## src/rtl/seq_karatsuba_mult.sv

```systemverilog
// Sequential one-level Karatsuba multiplier sharing one radix-4 Booth unit across three half-width products.
// Define SEQ_KARA_CLMUL_EN to build the carry-less (GF(2)[x]) product mode selected by the clmul port.
module seq_karatsuba_mult #(
  parameter int unsigned W = 32
) (
  input  logic           clk,
  input  logic           rst_n,
  input  logic           in_valid,
  output logic           in_ready,
  input  logic [W-1:0]   a,
  input  logic [W-1:0]   b,
  input  logic           clmul,
  output logic           out_valid,
  input  logic           out_ready,
  output logic [2*W-1:0] p
);

  localparam int unsigned H  = W / 2;
  localparam int unsigned P  = 2 * H + 2;        // shared multiplier product width
  localparam int unsigned ND = (H + 3) / 2;      // Booth digits covering H+2 zero-extended bits
  localparam int unsigned YW = 2 * ND + 1;       // recoded multiplier incl. implicit LSB zero

  typedef enum logic [2:0] {
    IDLE    = 3'd0,
    MUL_HH  = 3'd1,
    MUL_LL  = 3'd2,
    MUL_MID = 3'd3,
    COMBINE = 3'd4,
    DONE    = 3'd5
  } state_t;

  state_t           state, state_d;
  logic [W-1:0]     a_q, a_d, b_q, b_d;
  logic [P-1:0]     p1_q, p1_d, p2_q, p2_d, p3_q, p3_d;
  logic [2*W-1:0]   p_d;
  logic             out_valid_d;
  logic             cl_mode;

  logic [H:0]       sa, sb, mx, my;
  logic [P-1:0]     xe, pp, booth_prod, mul_prod, m_int;
  logic [YW-1:0]    yx;
  logic [2:0]       trip;
  logic [2*W-1:0]   combine_int, combine_res;

`ifdef SEQ_KARA_CLMUL_EN
  logic             clmul_q, clmul_d;
  logic [P-1:0]     cl_prod, m_cl;
  logic [2*W-1:0]   combine_cl;
  assign cl_mode = clmul_q;
`else
  logic unused_clmul;
  assign unused_clmul = clmul;
  assign cl_mode      = 1'b0;
`endif

  assign in_ready = (state == IDLE);

  // Middle operands: sums for integer mode, XORs for carry-less mode
  always_comb begin
    sa = {1'b0, a_q[W-1:H]} + {1'b0, a_q[H-1:0]};
    sb = {1'b0, b_q[W-1:H]} + {1'b0, b_q[H-1:0]};
    if (cl_mode) begin
      sa = {1'b0, a_q[W-1:H] ^ a_q[H-1:0]};
      sb = {1'b0, b_q[W-1:H] ^ b_q[H-1:0]};
    end
  end

  // Operand select for the shared multiplier
  always_comb begin
    mx = '0;
    my = '0;
    case (state)
      MUL_HH:  begin mx = {1'b0, a_q[W-1:H]}; my = {1'b0, b_q[W-1:H]}; end
      MUL_LL:  begin mx = {1'b0, a_q[H-1:0]}; my = {1'b0, b_q[H-1:0]}; end
      MUL_MID: begin mx = sa;                 my = sb;                 end
      default: begin mx = '0;                 my = '0;                 end
    endcase
  end

  // Radix-4 Booth multiplier, accumulated modulo 2^P (exact since the product fits P bits)
  always_comb begin
    xe         = P'(mx);
    yx         = {(YW-1)'(my), 1'b0};
    booth_prod = '0;
    pp         = '0;
    trip       = '0;
    for (int i = 0; i < int'(ND); i++) begin
      trip = yx[2*i +: 3];
      case (trip)
        3'b001, 3'b010: pp = xe;
        3'b011:         pp = xe << 1;
        3'b100:         pp = -(xe << 1);
        3'b101, 3'b110: pp = -xe;
        default:        pp = '0;
      endcase
      booth_prod = booth_prod + (pp << (2 * i));
    end
  end

`ifdef SEQ_KARA_CLMUL_EN
  // Carry-less product: shifted rows combined by XOR
  always_comb begin
    cl_prod = '0;
    for (int i = 0; i <= int'(H); i++) begin
      if (my[i]) cl_prod = cl_prod ^ (xe << i);
    end
  end
  assign mul_prod = clmul_q ? cl_prod : booth_prod;
`else
  assign mul_prod = booth_prod;
`endif

  // Recombination; the integer sum's carry out of 2W bits is always zero and is dropped
  always_comb begin
    m_int       = p3_q - p1_q - p2_q;
    combine_int = ((2*W)'(p1_q) << W) + ((2*W)'(m_int) << H) + (2*W)'(p2_q);
    combine_res = combine_int;
`ifdef SEQ_KARA_CLMUL_EN
    m_cl        = p3_q ^ p1_q ^ p2_q;
    combine_cl  = ((2*W)'(p1_q) << W) ^ ((2*W)'(m_cl) << H) ^ (2*W)'(p2_q);
    if (clmul_q) combine_res = combine_cl;
`endif
  end

  always_ff @(posedge clk or negedge rst_n) begin
    if (!rst_n) state <= IDLE;
    else        state <= state_d;
  end

  // Next-state and register updates
  always_comb begin
    state_d     = state;
    a_d         = a_q;
    b_d         = b_q;
    p1_d        = p1_q;
    p2_d        = p2_q;
    p3_d        = p3_q;
    p_d         = p;
    out_valid_d = out_valid;
`ifdef SEQ_KARA_CLMUL_EN
    clmul_d     = clmul_q;
`endif
    case (state)
      IDLE: begin
        out_valid_d = 1'b0;
        if (in_valid) begin
          a_d     = a;
          b_d     = b;
`ifdef SEQ_KARA_CLMUL_EN
          clmul_d = clmul;
`endif
          state_d = MUL_HH;
        end
      end
      MUL_HH:  begin p1_d = mul_prod; state_d = MUL_LL;  end
      MUL_LL:  begin p2_d = mul_prod; state_d = MUL_MID; end
      MUL_MID: begin p3_d = mul_prod; state_d = COMBINE; end
      COMBINE: begin p_d = combine_res; state_d = DONE;  end
      DONE: begin
        out_valid_d = 1'b1;
        if (out_valid && out_ready) begin
          out_valid_d = 1'b0;
          state_d     = IDLE;
        end
      end
      default: state_d = IDLE;
    endcase
  end

  always_ff @(posedge clk or negedge rst_n) begin
    if (!rst_n) begin
      a_q       <= '0;
      b_q       <= '0;
      p1_q      <= '0;
      p2_q      <= '0;
      p3_q      <= '0;
      p         <= '0;
      out_valid <= 1'b0;
`ifdef SEQ_KARA_CLMUL_EN
      clmul_q   <= 1'b0;
`endif
    end else begin
      a_q       <= a_d;
      b_q       <= b_d;
      p1_q      <= p1_d;
      p2_q      <= p2_d;
      p3_q      <= p3_d;
      p         <= p_d;
      out_valid <= out_valid_d;
`ifdef SEQ_KARA_CLMUL_EN
      clmul_q   <= clmul_d;
`endif
    end
  end

endmodule

```

## config.mk

```make
export PLATFORM = sky130hd
export DESIGN_NAME = seq_karatsuba_mult
export DESIGN_NICKNAME = d
export VERILOG_FILES = /design/src/rtl/seq_karatsuba_mult.sv
export SDC_FILE = /design/constraint.sdc
export NUM_CORES = 1
export LEC_CHECK = 0
export ABC_CLOCK_PERIOD_IN_PS = 8600
export BUFFER_PORTS_ARGS = -buffer_cell sky130_fd_sc_hd__buf_2
export CAP_MARGIN = 0
export CORE_MARGIN = 3
export CORE_UTILIZATION = 40
export CTS_CLUSTER_DIAMETER = 100
export CTS_CLUSTER_SIZE = 28
export DETAILED_ROUTE_END_ITERATION = 10
export GPL_ROUTABILITY_DRIVEN = 0
export PLACE_DENSITY = 0.67
export SLEW_MARGIN = 20
export SYNTH_ARGS = -nofsm -noshare
export SYNTH_HDL_FRONTEND = slang
export SYNTH_SLANG_ARGS = --single-unit
```

## constraint.sdc

```tcl
create_clock -name clk -period 8.6 [get_ports clk]
set_clock_uncertainty 0.05 [all_clocks]
set_input_delay 0.86 -clock clk [delete_from_list [all_inputs] [get_ports clk]]
set_output_delay 0.86 -clock clk [all_outputs]
set_load 0.1 [all_outputs]
```

==> results of run 1 <==
==> cells by family (layout without fill, tap and decap cells) <==
group                      count (synthesis)  in the layout  synth area share [%]
buffers and inverters                    499            834                 6.935
xor gates and xnor gates                 178            178                 5.859
AOI/OAI and AO/OA                       1090           1090                 25.43
DFF                                      234            234                 21.61
and+or+nand+nor                          869            869                 13.89
adders and majority gates                386            386                 23.28
muxes                                     73             73                 3.001
==> cell usage after synthesis, drive strengths merged, types with 15 or more instances <==
cell,number
o22ai,80
a311oi,19
fa,197
a21o,58
clkbuf,182
a211oi,28
a221oi,33
nand2b,22
xnor2,125
nor2,244
nand3,46
xor2,51
nand2,398
o21ai,346
dfrtp,234
o211ai,24
nor3,46
mux2,66
a22oi,31
nor2b,23
o21a,34
o21bai,18
and2,20
inv,288
o221ai,37
ha,189
a21oi,253
and3,19
a31oi,15
buf,25
==> state kept, by name, indices dropped and copies added, names as in the netlist <==
register and count:
b_q 32, p2_q 34, p 64, p3_q 34, a_q 32, out_valid 1
state 3, p1_q 34
==> cell type report <==
cell class / instances / area, µm²
fill: 6392 / 34300
multi-input combinational: 2596 / 20000
sequential: 234 / 5856
timing repair buffer: 523 / 3712
inverter: 292 / 1096
tap: 864 / 1081
clock buffer: 14 / 339.1
clock inverter: 5 / 65.06
==> stage by stage <==
step / cells / cell area, µm²
floorplan: 3329 / 27250
finish: 4528 / 32150
global route: 4528 / 32150
global placement: 4472 / 30980
CTS: 4520 / 31910
detailed placement: 4472 / 30980
==> metal layers <==
layer  wire length (µm)  up-vias
met5                  0        -
met4               4119        0
met3               7802      230
met2              39400     1163
met1              35730    12230
li1                   -    12340
==> worst min-delay path by stage <==
stage / from / to / slack, ps / cells past startpoint
2_1_floorplan: p1_q[0] / p1_q[0] / 400 / 2
3_3_place_gp: p[16] / p[16] / 410 / 2
3_5_place_dp: p[40] / p[40] / 410 / 2
4_1_cts: rst_n / p[26] / 300 / 1
5_1_grt: rst_n / p[26] / 320 / 1
6_report: rst_n / p[26] / 260 / 1
==> timing repair <==
item / CTS / global route
buffers inserted: 29 / 9
hold buffers: 0 / 0
gates resized for setup: 74 / 56
pin swaps: 85 / 47
cloned: 0 / 0
endpoints found under the setup margin: 21 / 34
==> out/results.md, run 1 <==
| Stage | Result | Value |
| --- | --- | --- |
| status | Run status | finished with violations |
| status | Violated checks | negative setup slack |
| synthesis | Share of synthesized area occupied by flip-flops and latches | 21.61% |
| grt | Maximum number of pins on one net before global-route repair | 137 |
| floorplanning | Area inside the core boundary | 0.06645 mm² |
| synthesis | Library cells used by synthesis | 82 |
| clock tree | CTS Buf Count | 13 |
| placed design | Number of buffer cells added on primary ports | 133 |
| setup path | Delay-heaviest family, CP | compound AO/OA/AOI/OAI gates |
| setup path | Required time worst endpoint | 8950 ps |
| detailed routing | DRC errors left | 0 |
| grt | GRT Resource Usage Total | 24.28% |
| setup path | Total number of cells along the worst setup path | 39 |
| detailed routing | Routed Wire Length | 87,050 µm |
| grt | Layer carrying the most global-route usage | met2 |
| synthesis | Number of warnings issued by yosys | 0 |
| setup path | Destination of the critical timing path | p1_q[33] |
| timing | Final hold vios | 0 |
| floorplanning | Total number of placement rows | 94 |
| setup path | Worst reg2reg path depth | 39 |
| clock tree | CTS tree | done |
| grt | M3 GR Usage | 3.980% |
| grt | Global routing usage on met2 | 39.72% |
| timing | Final critical-path share of the clock period | 100.0% |
| synthesis | Dominant synthesized flop cell | dfrtp_1 |
| clock tree | Count of H-tree levels built during CTS | 1 |
| synthesis | Flop and latch count out of synthesis | 234 |
| detailed routing | Count of vias placed by the detailed router | 25,970 |
| synthesis | Synthesized area divided by synthesized cell count | 8.141 µm² |
| timing | TNS Setup | -3.236 ps |
| setup path | Kind of start point of the critical path | flop |
| synthesis | Top area cells in the synthesized netlist | dfrtp_1 (22%), fa_1 (15%), ha_1 (8.7%), o21ai_0 (6.2%), nand2_1 (5.5%) |
| setup path | Startpoint of the worst-slack reg-to-reg timing path | a_q[0] |
| setup path | Most numerous cell on the critical path | fa_1 |
| setup path | Startpoint of the most critical setup path | a_q[0] |
| floorplanning | DIE HEIGHT | 266.3 µm |
| final layout | Most used cells in the layout excluding fill and tap cells | nand2_1 (390), buf_4 (375), o21ai_0 (310) |
| timing | Slew Viols, Final | 0 |
| synthesis | Syn Std Cell Area | 0.02710 mm² |
| detailed routing | Iteration count of the initial detailed-routing pass | 6 |
| detailed routing | Via/cell ratio | 5.734 |
| timing | Slew @ Worst Pin | 972.2 ps |
| timing | Unrepaired setup endpoints after global routing | true |
| placed design | HPWL Detailed | 70,060 µm |
| placed design | Post-Place Setup Slack | -360.9 ps |
| floorplanning | X dimension of the die | 266.3 µm |
| synthesis | Post-synth EDFFs | 0 |
| setup path | Worst r2r dst | p1_q[33] |
| final layout | Net count reported at finish | 4,115 |
| synthesis | Fraction of post-synthesis cell area in the top cell type by area | 21.61% |
| setup path | Endpoint type of the worst setup path | flop |
| grt | Initial antenna violation count | 0 |
| floorplanning | I/O pin cnt | 135 |
| job | Max cap viols | 0 |
| hold path | Type of the worst min-delay path | input port to async pin |
| floorplanning | Starting Density | 40.78% |
| detailed routing | Number of DRC markers in iteration 0 | 2,779 |
| synthesis | Syn Inst Count | 3,329 |
| setup path | Reg2reg setup slack | -3 ps |
| setup path | Max FO, Critical Path | 5 |
| timing | Fmax | 0.1162 GHz |
| final layout | Layout cells sized above 1 | 20.47% |
| clock tree | Sinks on Clock Net | 234 |
| grt | Vias in the first global route | 25,310 |
| timing | Final setup vio count | 1 |
| timing | Worst hold margin | 260.3 ps |
| grt | Global-route wire length before repair | 138,400 µm |
| clock tree | Deepest clock path buffer count | 3 |
| setup path | Buf+Inv Stages, Crit Path | 9 |
| setup path | Worst path max stage delay | 530 ps |
| setup path | Arrival time at the worst endpoint | 8950 ps |
| timing | Setup ws final | -3.236 ps |
| grt | Global-route met1 utilization | 32.24% |
| clock tree | Insertion delay of the later-clocked pin in the worst-skew pair | 530 ps |
| setup path | Crit path max-delay cell type | fa_1 |
| clock tree | Root Driver | clkbuf_16 |
| grt | Residual overflow from global routing | 0 |
| synthesis | Async set-reset flop share out of synthesis | 100.0% |
| final layout | Ant diodes | 0 |
| detailed routing | Average wire per cell in the routed design | 19.23 µm |
| detailed routing | Count of antenna-violating nets left after detailed routing | 0 |
| timing | Worst slew slack as a fraction of its limit | 34.95% |
| synthesis | Mapped Nets | 3,784 |
| setup path | Critical path class | flop to flop |
| timing | Period minus WS final | 8603 ps |
| final layout | Synth-to-layout area growth | 18.65% |
| synthesis | Yosys top cell by area | dfrtp_1 |
| clock tree | Clock transition time at the flip-flop clock pins of the worst setup and hold paths | 100 ps |
| final layout | Most common cell after layout, fill and taps aside | nand2_1 |
| final layout | End-of-flow core utilization | 48.39% |
| floorplanning | Area of the die | 0.07091 mm² |
Power of run 1 is left out: the tool's default activity adds up to more than one toggle a clock period on the data nets, which glitch-free logic cannot reach.
==> run 2: changes to the inputs <==
Settings changed: PLACE_DENSITY 0.67 to 0.55, SKIP_CTS_REPAIR_TIMING set to 1.
==> run 2 against run 1 <==
  * The run still ends with negative setup slack left
  * Sequential cell count unchanged
  * Final cell count up 0.80%
  * Setup slack got worse by 130 ps
  * First-iteration DRC count shrank 6.0%
  * Highest routed layer is now met5
  * Count of clock-buffer cells in the layout increased by 3
  * Via count grew 3.4%
==> out/results.md, run 2 (synthesis gave the netlist of run 1 again) <==
| Stage | Result | Value | vs previous |
| --- | --- | --- | --- |
| status | Run status | finished with violations |  |
| status | Violated checks | negative setup slack |  |
| timing | Unrepaired setup endpoints after global routing | true |  |
| setup path | Endpoint type of the worst setup path | flop |  |
| final layout | Max FFs per register | 64 | unchanged |
| grt | GRT Resource Usage Total | 26.49% | +2.2 points |
| setup path | Crit path max-delay cell type | fa_1 |  |
| detailed routing | Via/cell ratio | 5.881 | +2.6% |
| final layout | Synth-to-layout area growth | 20.73% |  |
| timing | Slew @ Worst Pin | 1113 ps | +140.9 ps |
| final layout | Register with the highest flop count | p |  |
| timing | Final critical-path share of the clock period | 101.6% | +1.6 points |
| final layout | Net count reported at finish | 4,147 | +0.78% |
| clock tree | Count of H-tree levels built during CTS | 1 | unchanged |
| placed design | Number of buffer cells added on primary ports | 133 | unchanged |
| clock tree | Root Driver | clkbuf_16 |  |
| setup path | Kind of start point of the critical path | flop |  |
| setup path | Required time worst endpoint | 8940 ps | about the same |
| detailed routing | Count of vias placed by the detailed router | 26,840 | +3.4% |
| grt | Residual overflow from global routing | 0 | unchanged |
| detailed routing | DRC errors left | 0 | unchanged |
| grt | Vias in the first global route | 26,420 | +4.4% |
| clock tree | CTS tree | done |  |
| timing | Slew Viols, Final | 0 | unchanged |
| timing | Final hold vios | 0 | unchanged |
| timing | Worst slew slack as a fraction of its limit | 25.52% | -9.4 points |
| timing | Final setup vio count | 3 | +2 |
| final layout | Final instance count without filler cells | 4,564 | +0.80% |
| detailed routing | Iteration count of the initial detailed-routing pass | 7 | +1 |
| setup path | Most numerous cell on the critical path | a21oi_2 |  |
| setup path | Arrival time at the worst endpoint | 9080 ps | +130 ps |
| final layout | Most used cells in the layout excluding fill and tap cells | buf_4 (401), nand2_1 (389), o21ai_0 (311) |  |
| hold path | Type of the worst min-delay path | input port to async pin |  |
| detailed routing | Count of antenna-violating nets left after detailed routing | 0 | unchanged |
| timing | Setup ws final | -137.3 ps | -134.1 ps |
| setup path | Critical path class | flop to flop |  |
| job | Max cap viols | 0 | unchanged |
| floorplanning | Starting Density | 40.78% | unchanged |
| timing | Worst hold margin | 230.4 ps | -29.92 ps |
| final layout | Ant diodes | 0 | unchanged |
| clock tree | Insertion delay of the later-clocked pin in the worst-skew pair | 550 ps | +20 ps |
| floorplanning | I/O pin cnt | 135 | unchanged |
| setup path | Worst path max stage delay | 550 ps | +20 ps |
| setup path | Reg2reg setup slack | -140 ps | -130 ps |
| detailed routing | Average wire per cell in the routed design | 21.08 µm | +9.6% |
| timing | Fmax | 0.1145 GHz | -1.5% |
| placed design | HPWL Detailed | 77,270 µm | +10% |
| detailed routing | Number of DRC markers in iteration 0 | 2,611 | -6.0% |
| floorplanning | Total number of placement rows | 94 | unchanged |
| timing | Period minus WS final | 8737 ps | +134.1 ps |
| floorplanning | X dimension of the die | 266.3 µm | unchanged |
| floorplanning | Area inside the core boundary | 0.06645 mm² | unchanged |
| placed design | Placed cell count | 4,524 | +1.2% |
| floorplanning | DIE HEIGHT | 266.3 µm | unchanged |
| clock tree | Deepest clock path buffer count | 3 | unchanged |
| grt | Global-route wire length before repair | 149,000 µm | +7.7% |
| floorplanning | Area of the die | 0.07091 mm² | unchanged |
| clock tree | CTS Buf Count | 15 | +2 |
| clock tree | Clock transition time at the flip-flop clock pins of the worst setup and hold paths | 100 ps | about the same |
| clock tree | Sinks on Clock Net | 234 | unchanged |
| final layout | Most common cell after layout, fill and taps aside | buf_4 |  |
| final layout | Layout cells sized above 1 | 22.05% | +1.6 points |
| setup path | Max FO, Critical Path | 5 | unchanged |
| detailed routing | Routed Wire Length | 96,200 µm | +11% |
| grt | Maximum number of pins on one net before global-route repair | 91 | -34% |
| grt | Initial antenna violation count | 1 | +1 |
| final layout | End-of-flow core utilization | 49.23% | +0.85 points |
==> run 2: cell types whose count changed in the layout (fill, tap and decap cells not counted), sizes merged <==
cell      before  now
buf          523  553
clkbuf        14   17
inv          290  293
clkinv         6    7
clkinvlp       1    0
==> run 2: path summary, 6_finish.rpt <==
path                            depth (start not counted)  endpoint   start
worst max register to register                         36  p1_q[33]  a_q[0]
max in group asynchronous                               2  p1_q[13]   rst_n
worst max-delay path                                   36  p1_q[33]  a_q[0]
worst min-delay path                                    1     p[27]   rst_n
min in group clk                                        2     p[42]   p[42]
worst min register to register                          2     p[42]   p[42]
==> run 2: critical path, delay by kind of cell (launching register included) <==
family          cells  cell delay (ps)
compound gates     18             3690
fa+ha+maj           8             3020
xor+xnor            3              630
flops               1              430
simple gates        3              380
buf+inv             4              360
==> run 2: layout make-up <==
| type | count | area, µm² |
|---|---|---|
| well taps | 864 | 1081 |
| clock buffers | 17 | 402.9 |
| fillers | 6372 | 33730 |
| inverters | 292 | 1096 |
| clock inverters | 8 | 131.4 |
| repair buffers | 553 | 3974 |
| flip-flops and latches | 234 | 5856 |
| multi-input cells | 2596 | 20180 |
==> run 2: per-stage QoR <==
step           TNS, ps  setup WS [ps]  area, µm²
6_report        -378.5         -137.3      32720
5_1_grt          -6940         -472.5      32720
4_1_cts          -4837         -473.6      31930
3_5_place_dp     -4429         -437.8      31400
3_3_place_gp     -1858         -271.2      31400
2_1_floorplan        0          12.06      27250
==> run 2: routing by layer <==
metal  part of all wire [%]  GRT usage (%)  vias up
li1                       -              -    12400
met4                    5.9          12.92        2
met3                    8.4          4.543      322
met5                  0.011              0        -
met1                     39          33.41    12810
met2                     46          44.05     1300
Power of run 2 is left out for the same reason.
